===== src/rtl/ch_adv_tx_if.sv =====
// Byte-stream valid/ready link from the advertisement transmitter to the radio/packet buffer.
interface ch_adv_tx_if #(
    parameter int BYTE_WIDTH = 8
);
    logic [BYTE_WIDTH-1:0] tx_data;
    logic                  tx_valid;
    logic                  tx_ready;
    logic                  tx_last;

    modport master (output tx_data, output tx_valid, output tx_last, input tx_ready);
    modport slave  (input tx_data, input tx_valid, input tx_last, output tx_ready);
endinterface


===== src/rtl/ch_adv_tx.sv =====
// Cluster-head advertisement transmitter: latches one advert on en_TX and streams it
// as a 10-byte MSB-first packet with a trailing XOR checksum.
module ch_adv_tx #(
    parameter int                   WORD_WIDTH = 16,
    parameter int                   BYTE_WIDTH = 8,
    parameter logic [BYTE_WIDTH-1:0] TYPE_ORIG  = 8'h02,
    parameter logic [BYTE_WIDTH-1:0] TYPE_RELAY = 8'h03
) (
    input  logic                  clk,
    input  logic                  nrst,
    input  logic                  en_TX,
    input  logic                  relay,
    input  logic                  abort,
    input  logic [WORD_WIDTH-1:0] adv_ID,
    input  logic [WORD_WIDTH-1:0] adv_Hops,
    input  logic [WORD_WIDTH-1:0] adv_QValue,
    input  logic [WORD_WIDTH-1:0] adv_CHlimit,
    ch_adv_tx_if.master           tx,
    output logic                  busy,
    output logic                  done
);

    typedef enum logic [1:0] {IDLE, SEND, DONE} state_t;

    localparam logic [3:0] LAST_IDX = 4'd9;

    state_t                state, state_nxt;
    logic [3:0]            idx, idx_nxt;
    logic                  latch;
    logic                  handshake;
    logic [BYTE_WIDTH-1:0] type_r;
    logic [WORD_WIDTH-1:0] id_r, hops_r, q_r, lim_r;
    logic [BYTE_WIDTH-1:0] cur_byte;

    // Relay hop increment sticks at all-ones rather than wrapping to zero.
    function automatic logic [WORD_WIDTH-1:0] sat_inc(input logic [WORD_WIDTH-1:0] v);
        if (v == {WORD_WIDTH{1'b1}})
            return v;
        return v + 1'b1;
    endfunction

    function automatic logic [BYTE_WIDTH-1:0] hi(input logic [WORD_WIDTH-1:0] w);
        return w[WORD_WIDTH-1 -: BYTE_WIDTH];
    endfunction

    function automatic logic [BYTE_WIDTH-1:0] lo(input logic [WORD_WIDTH-1:0] w);
        return w[BYTE_WIDTH-1:0];
    endfunction

    function automatic logic [BYTE_WIDTH-1:0] pkt_byte(input logic [3:0] i);
        logic [BYTE_WIDTH-1:0] b;
        case (i)
            4'd0:    b = type_r;
            4'd1:    b = hi(id_r);
            4'd2:    b = lo(id_r);
            4'd3:    b = hi(hops_r);
            4'd4:    b = lo(hops_r);
            4'd5:    b = hi(q_r);
            4'd6:    b = lo(q_r);
            4'd7:    b = hi(lim_r);
            4'd8:    b = lo(lim_r);
            4'd9:    b = type_r ^ hi(id_r) ^ lo(id_r) ^ hi(hops_r) ^ lo(hops_r)
                       ^ hi(q_r) ^ lo(q_r) ^ hi(lim_r) ^ lo(lim_r);
            default: b = '0;
        endcase
        return b;
    endfunction

    assign handshake = (state == SEND) && tx.tx_ready;
    assign cur_byte  = pkt_byte(idx);

    always_comb begin
        state_nxt = state;
        idx_nxt   = idx;
        latch     = 1'b0;
        case (state)
            IDLE: begin
                if (en_TX) begin
                    latch     = 1'b1;
                    idx_nxt   = '0;
                    state_nxt = SEND;
                end
            end
            SEND: begin
                // Abort wins over a same-cycle handshake.
                if (abort) begin
                    idx_nxt   = '0;
                    state_nxt = IDLE;
                end else if (handshake) begin
                    if (idx == LAST_IDX) begin
                        idx_nxt   = '0;
                        state_nxt = DONE;
                    end else begin
                        idx_nxt = idx + 4'd1;
                    end
                end
            end
            DONE: state_nxt = IDLE;
            default: begin
                idx_nxt   = '0;
                state_nxt = IDLE;
            end
        endcase
    end

    always_ff @(posedge clk or negedge nrst) begin
        if (!nrst) begin
            state <= IDLE;
            idx   <= '0;
        end else begin
            state <= state_nxt;
            idx   <= idx_nxt;
        end
    end

    always_ff @(posedge clk or negedge nrst) begin
        if (!nrst) begin
            type_r <= '0;
            id_r   <= '0;
            hops_r <= '0;
            q_r    <= '0;
            lim_r  <= '0;
        end else if (latch) begin
            type_r <= relay ? TYPE_RELAY : TYPE_ORIG;
            id_r   <= adv_ID;
            hops_r <= relay ? sat_inc(adv_Hops) : adv_Hops;
            q_r    <= adv_QValue;
            lim_r  <= adv_CHlimit;
        end
    end

    // Outputs are decoded from state so reset forces them low immediately.
    assign tx.tx_valid = (state == SEND);
    assign tx.tx_data  = (state == SEND) ? cur_byte : '0;
    assign tx.tx_last  = (state == SEND) && (idx == LAST_IDX);
    assign busy        = (state != IDLE);
    assign done        = (state == DONE);

endmodule


===== src/flat_wrapper.sv =====
// flat-port wrapper written by rule: the top's interface ports become plain ports
module ch_adv_tx_flat 
#(
    parameter int                   WORD_WIDTH = 16,
    parameter int                   BYTE_WIDTH = 8,
    parameter logic [BYTE_WIDTH-1:0] TYPE_ORIG  = 8'h02,
    parameter logic [BYTE_WIDTH-1:0] TYPE_RELAY = 8'h03
)
  (clk, nrst, en_TX, relay, abort, adv_ID, adv_Hops, adv_QValue, adv_CHlimit, busy, done, tx_tx_data, tx_tx_valid, tx_tx_last, tx_tx_ready);
  ch_adv_tx_if #(.BYTE_WIDTH(BYTE_WIDTH)) tx_i ();
  input  logic clk;
  input  logic nrst;
  input  logic en_TX;
  input  logic relay;
  input  logic abort;
  input  logic [WORD_WIDTH-1:0] adv_ID;
  input  logic [WORD_WIDTH-1:0] adv_Hops;
  input  logic [WORD_WIDTH-1:0] adv_QValue;
  input  logic [WORD_WIDTH-1:0] adv_CHlimit;
  output logic busy;
  output logic done;
  output wire logic [$bits(tx_i.tx_data)-1:0] tx_tx_data;
  output wire logic [$bits(tx_i.tx_valid)-1:0] tx_tx_valid;
  output wire logic [$bits(tx_i.tx_last)-1:0] tx_tx_last;
  input wire logic [$bits(tx_i.tx_ready)-1:0] tx_tx_ready;
  assign tx_tx_data = tx_i.tx_data;
  assign tx_tx_valid = tx_i.tx_valid;
  assign tx_tx_last = tx_i.tx_last;
  assign tx_i.tx_ready = tx_tx_ready;
  ch_adv_tx #(.WORD_WIDTH(WORD_WIDTH), .BYTE_WIDTH(BYTE_WIDTH), .TYPE_ORIG(TYPE_ORIG), .TYPE_RELAY(TYPE_RELAY)) u_core (.clk(clk), .nrst(nrst), .en_TX(en_TX), .relay(relay), .abort(abort), .adv_ID(adv_ID), .adv_Hops(adv_Hops), .adv_QValue(adv_QValue), .adv_CHlimit(adv_CHlimit), .tx(tx_i), .busy(busy), .done(done));
endmodule

===== config.mk =====
export PLATFORM = sky130hd
export DESIGN_NAME = ch_adv_tx_flat
export DESIGN_NICKNAME = d
export VERILOG_FILES = /design/src/rtl/ch_adv_tx_if.sv /design/src/rtl/ch_adv_tx.sv /design/src/flat_wrapper.sv
export SDC_FILE = /design/constraint.sdc
export NUM_CORES = 1
export LEC_CHECK = 0
export BUFFER_PORTS_ARGS = -buffer_cell sky130_fd_sc_hd__buf_2
export CORE_MARGIN = 5
export CORE_UTILIZATION = 55
export DETAILED_ROUTE_END_ITERATION = 8
export PLACE_DENSITY = 0.79
export SYNTH_ARGS = -nofsm -noshare
export SYNTH_HDL_FRONTEND = slang
export SYNTH_SLANG_ARGS = --single-unit

===== constraint.sdc =====
create_clock -name clk -period 2.4 [get_ports clk]
set_clock_uncertainty 0.1 [all_clocks]
set_input_delay 0.48 -clock clk [delete_from_list [all_inputs] [get_ports clk]]
set_output_delay 0.48 -clock clk [all_outputs]
set_load 0.005 [all_outputs]

==> impl_metrics.json <==
{
  "status": "finished with violations",
  "violations": "setup timing",
  "finalNonFillerCells": 731,
  "cp.arrival_ps": 1980,
  "tns_ps": -880.6,
  "root_buffer": "clkbuf_8",
  "async_flop_share_pct": 100.0,
  "finalCritPeriodShare_pct": 106.5,
  "hold_path.class": "in2async",
  "syn-cell-area_um2": 4433,
  "routedWlPerCell_um": 17.09,
  "cts_buffer_depth": 2,
  "max_freq_mhz": 391.1,
  "required_ps": 1820,
  "synth_cell_types": 62,
  "relSlewSlack_pct": 69.88,
  "antenna_found_initial": 0,
  "timing.rr.start": "u_core.state[1]$_DFFE_PN0P_",
  "ys_top_cells_by_area": "dfrtp_1 (41%), nand2_1 (15%), xnor2_1 (9.9%)",
  "coreArea_um2": 7807,
  "p_leak_nw": 2.574,
  "h-tree-depth": 3,
  "ir_drop_mv": 0.4459,
  "drtIter0Drc": 287,
  "synth_edf_count": 0,
  "place_congestion": 0.9952,
  "layout_setup_ws_ps": -156.8,
  "drv_cap": 0,
  "numPortBuffers": 81,
  "grt_usage_pct": 25.67,
  "die_h_um": 99.78,
  "vias_per_cell": 5.668,
  "yosysWarnings": 0,
  "ys_seq_area_share_pct": 40.64,
  "fillCellCount": 603,
  "nets": 695,
  "ff2ff_path_depth": 5,
  "setup_violations": 8,
  "fin_crit_ps": 2557,
  "clock_latency_ps": 350,
  "syn_to_final_growth_pct": 26.45,
  "antenna_cells": 0,
  "die-area_um2": 9955,
  "ios": 82,
  "power_mw": 4.174,
  "crit_type": "reg2out",
  "slew_viol_final": 0,
  "p_per_area_nw_per_um2": 744.6,
  "numCtsBuffers": 9,
  "placedCellCount": 700,
  "avgSynthCellArea_um2": 8.444,
  "dp.final_hpwl_mm": 9.025,
  "rsz0062_at_grt": "yes",
  "dr.pass1.iters": 7,
  "die_x_um": 99.78,
  "worst_slew_pin_slew_ps": 451.7,
  "cp-end-kind": "output pin",
  "ant_nets": 0,
  "synth_top_area_share_pct": 40.64,
  "cts.clk_slew.worst_paths_ps": 90,
  "cts_sinks": 72,
  "synth-seq-cells": 72,
  "syn_inst": 525,
  "drive_gt1_share_pct": 28.62,
  "synthesis.nets": 596,
  "crit_fanout": 8,
  "rows": 32,
  "initial_core_util_pct": 56.78,
  "grt_pass1_wl_mm": 20.11,
  "ff2ff_setup_slack_ps": 570,
  "wirelength_mm": 12.49,
  "hold_viol_final": 0,
  "grt_max_degree": 73,
  "via_count": 4143,
  "cts_tree": "built",
  "grt_pass1_vias": 3944,
  "route.detailed.drc": 0,
  "ys.flop_type": "dfrtp_1",
  "r2r-end": "u_core.idx[3]$_DFFE_PN0P_",
  "start_kind": "flip-flop",
  "grt-ovfl-total": 0,
  "yosys.area.top_type": "dfrtp_1"
}
## cells by family after synthesis
logic type      count (synthesis)  synth area share [%]
xor+xnor                       71                 14.03
fa+ha+maj                       1                0.2822
buf+inv                        34                 3.838
simple gates                  250                 24.87
mux                            17                 4.488
compound gates                 80                 11.85
flops                          72                 40.64
## layout make-up
type	count	area, um2	area share, %
timing repair buffer	115	762.0	13.59
sequential	72	1805	32.21
clock buffer	10	127.6	2.277
inverter	7	26.28	0.4687
clock inverter	6	115.1	2.054
multi-input combinational	419	2641	47.12
tap	102	127.6	2.277
## Yosys cell counts, types with 3 or more instances
| library cell | n |
|---|---|
| a21oi_1 | 18 |
| a22oi_1 | 7 |
| buf_1 | 5 |
| buf_2 | 13 |
| buf_4 | 5 |
| clkbuf_1 | 3 |
| dfrtp_1 | 72 |
| inv_1 | 6 |
| mux2i_1 | 12 |
| nand2_1 | 177 |
| nand2b_1 | 4 |
| nand3_1 | 11 |
| nand3b_1 | 3 |
| nand4_1 | 5 |
| nor2_1 | 21 |
| nor2b_1 | 5 |
| nor3_1 | 3 |
| o2111ai_1 | 3 |
| o21ai_0 | 19 |
| o21ai_1 | 5 |
| o22ai_1 | 4 |
| o31ai_1 | 3 |
| xnor2_1 | 50 |
| xor2_1 | 21 |
## layout by cell type, fill, tap and decap left out, drive strengths merged, types with 2 or more instances in the layout
cell     Yosys  routed
and4         2       2
o32ai        2       2
or2          2       2
mux4         2       2
dfrtp       72      72
nand3b       3       3
nand3       11      11
mux2i       12      12
buf         24     114
o22ai        4       4
nor2b        6       6
nand2b       4       4
nand2      177     177
nor3b        2       2
a21oi       18      18
xor2        21      21
or3          2       2
nor2        22      22
a22oi        7       7
inv          7       9
o221ai       2       2
a21o         2       2
bufinv       0       3
mux2         3       3
clkbuf       3      10
a22o         2       2
nand4b       2       2
o2111ai      3       3
o31ai        3       3
nand4        6       6
and2         2       2
a221oi       2       2
o21ai       26      26
nor3         4       4
xnor2       50      50
and3         4       4
## power breakdown
part / switching (mW) / internal [mW] / total (mW)
Sequential: 0.270 / 1.41 / 1.68
Clock: 0.491 / 0.698 / 1.19
Combinational: 0.631 / 0.675 / 1.31
Total: 1.39 / 2.78 / 4.17
## through the flow
step	setup WS [ps]	util [%]	cell area, um2	hold WS (ps)
2_1_floorplan	440.1	-	4433	84.41
3_3_place_gp	124.2	64.33	5022	409.4
3_5_place_dp	114.2	64.33	5022	415.1
4_1_cts	-158.2	70.50	5504	43.06
5_1_grt	-248.1	71.79	5605	56.05
6_report	-156.8	71.79	5605	15.39
## state kept, by name, summed over array words and instances, names as in the netlist
signal         flops
u_core.id_r       16
u_core.q_r        16
u_core.lim_r      16
u_core.state       2
u_core.idx         4
u_core.hops_r     16
u_core.type_r      2
## critical path: stages (launching register included)
cell	delay [ps]
dfrtp_2	480
mux4_2	530
a22oi_2	160
nor3_1	60
a221o_1	250
buf_2	120
## worst max-delay path by stage
stage | from | end | slack, ps
final | u_core.idx[1]$_DFFE_PN0P_ | tx_tx_data[4] | -160
after global routing | u_core.idx[1]$_DFFE_PN0P_ | tx_tx_data[4] | -250
after CTS | u_core.idx[1]$_DFFE_PN0P_ | tx_tx_data[1] | -160
after detailed placement | u_core.idx[1]$_DFFE_PN0P_ | tx_tx_data[4] | 110
after global placement | u_core.idx[3]$_DFFE_PN0P_ | tx_tx_data[3] | 120
after floorplan | u_core.idx[1]$_DFFE_PN0P_ | tx_tx_data[4] | 440
## metal layers
metal  part of all wire [%]  vias up  global-route usage [%]
met3                    7.3       47                   6.393
met4                    4.1        0                   10.08
met1                     41     1966                   34.06
met2                     47      165                   40.43
met5                      0        -                       0
li1                       -     1965                       -
## timing repair
action,4_1_cts,5_1_grt
buffers inserted,13,1
gates resized for setup,26,24
pin swaps,9,13
hold buffers,0,0
gates cloned,1,0
endpoints found under the setup margin,9,9
Note: power is estimated with default switching activity, not from simulation.
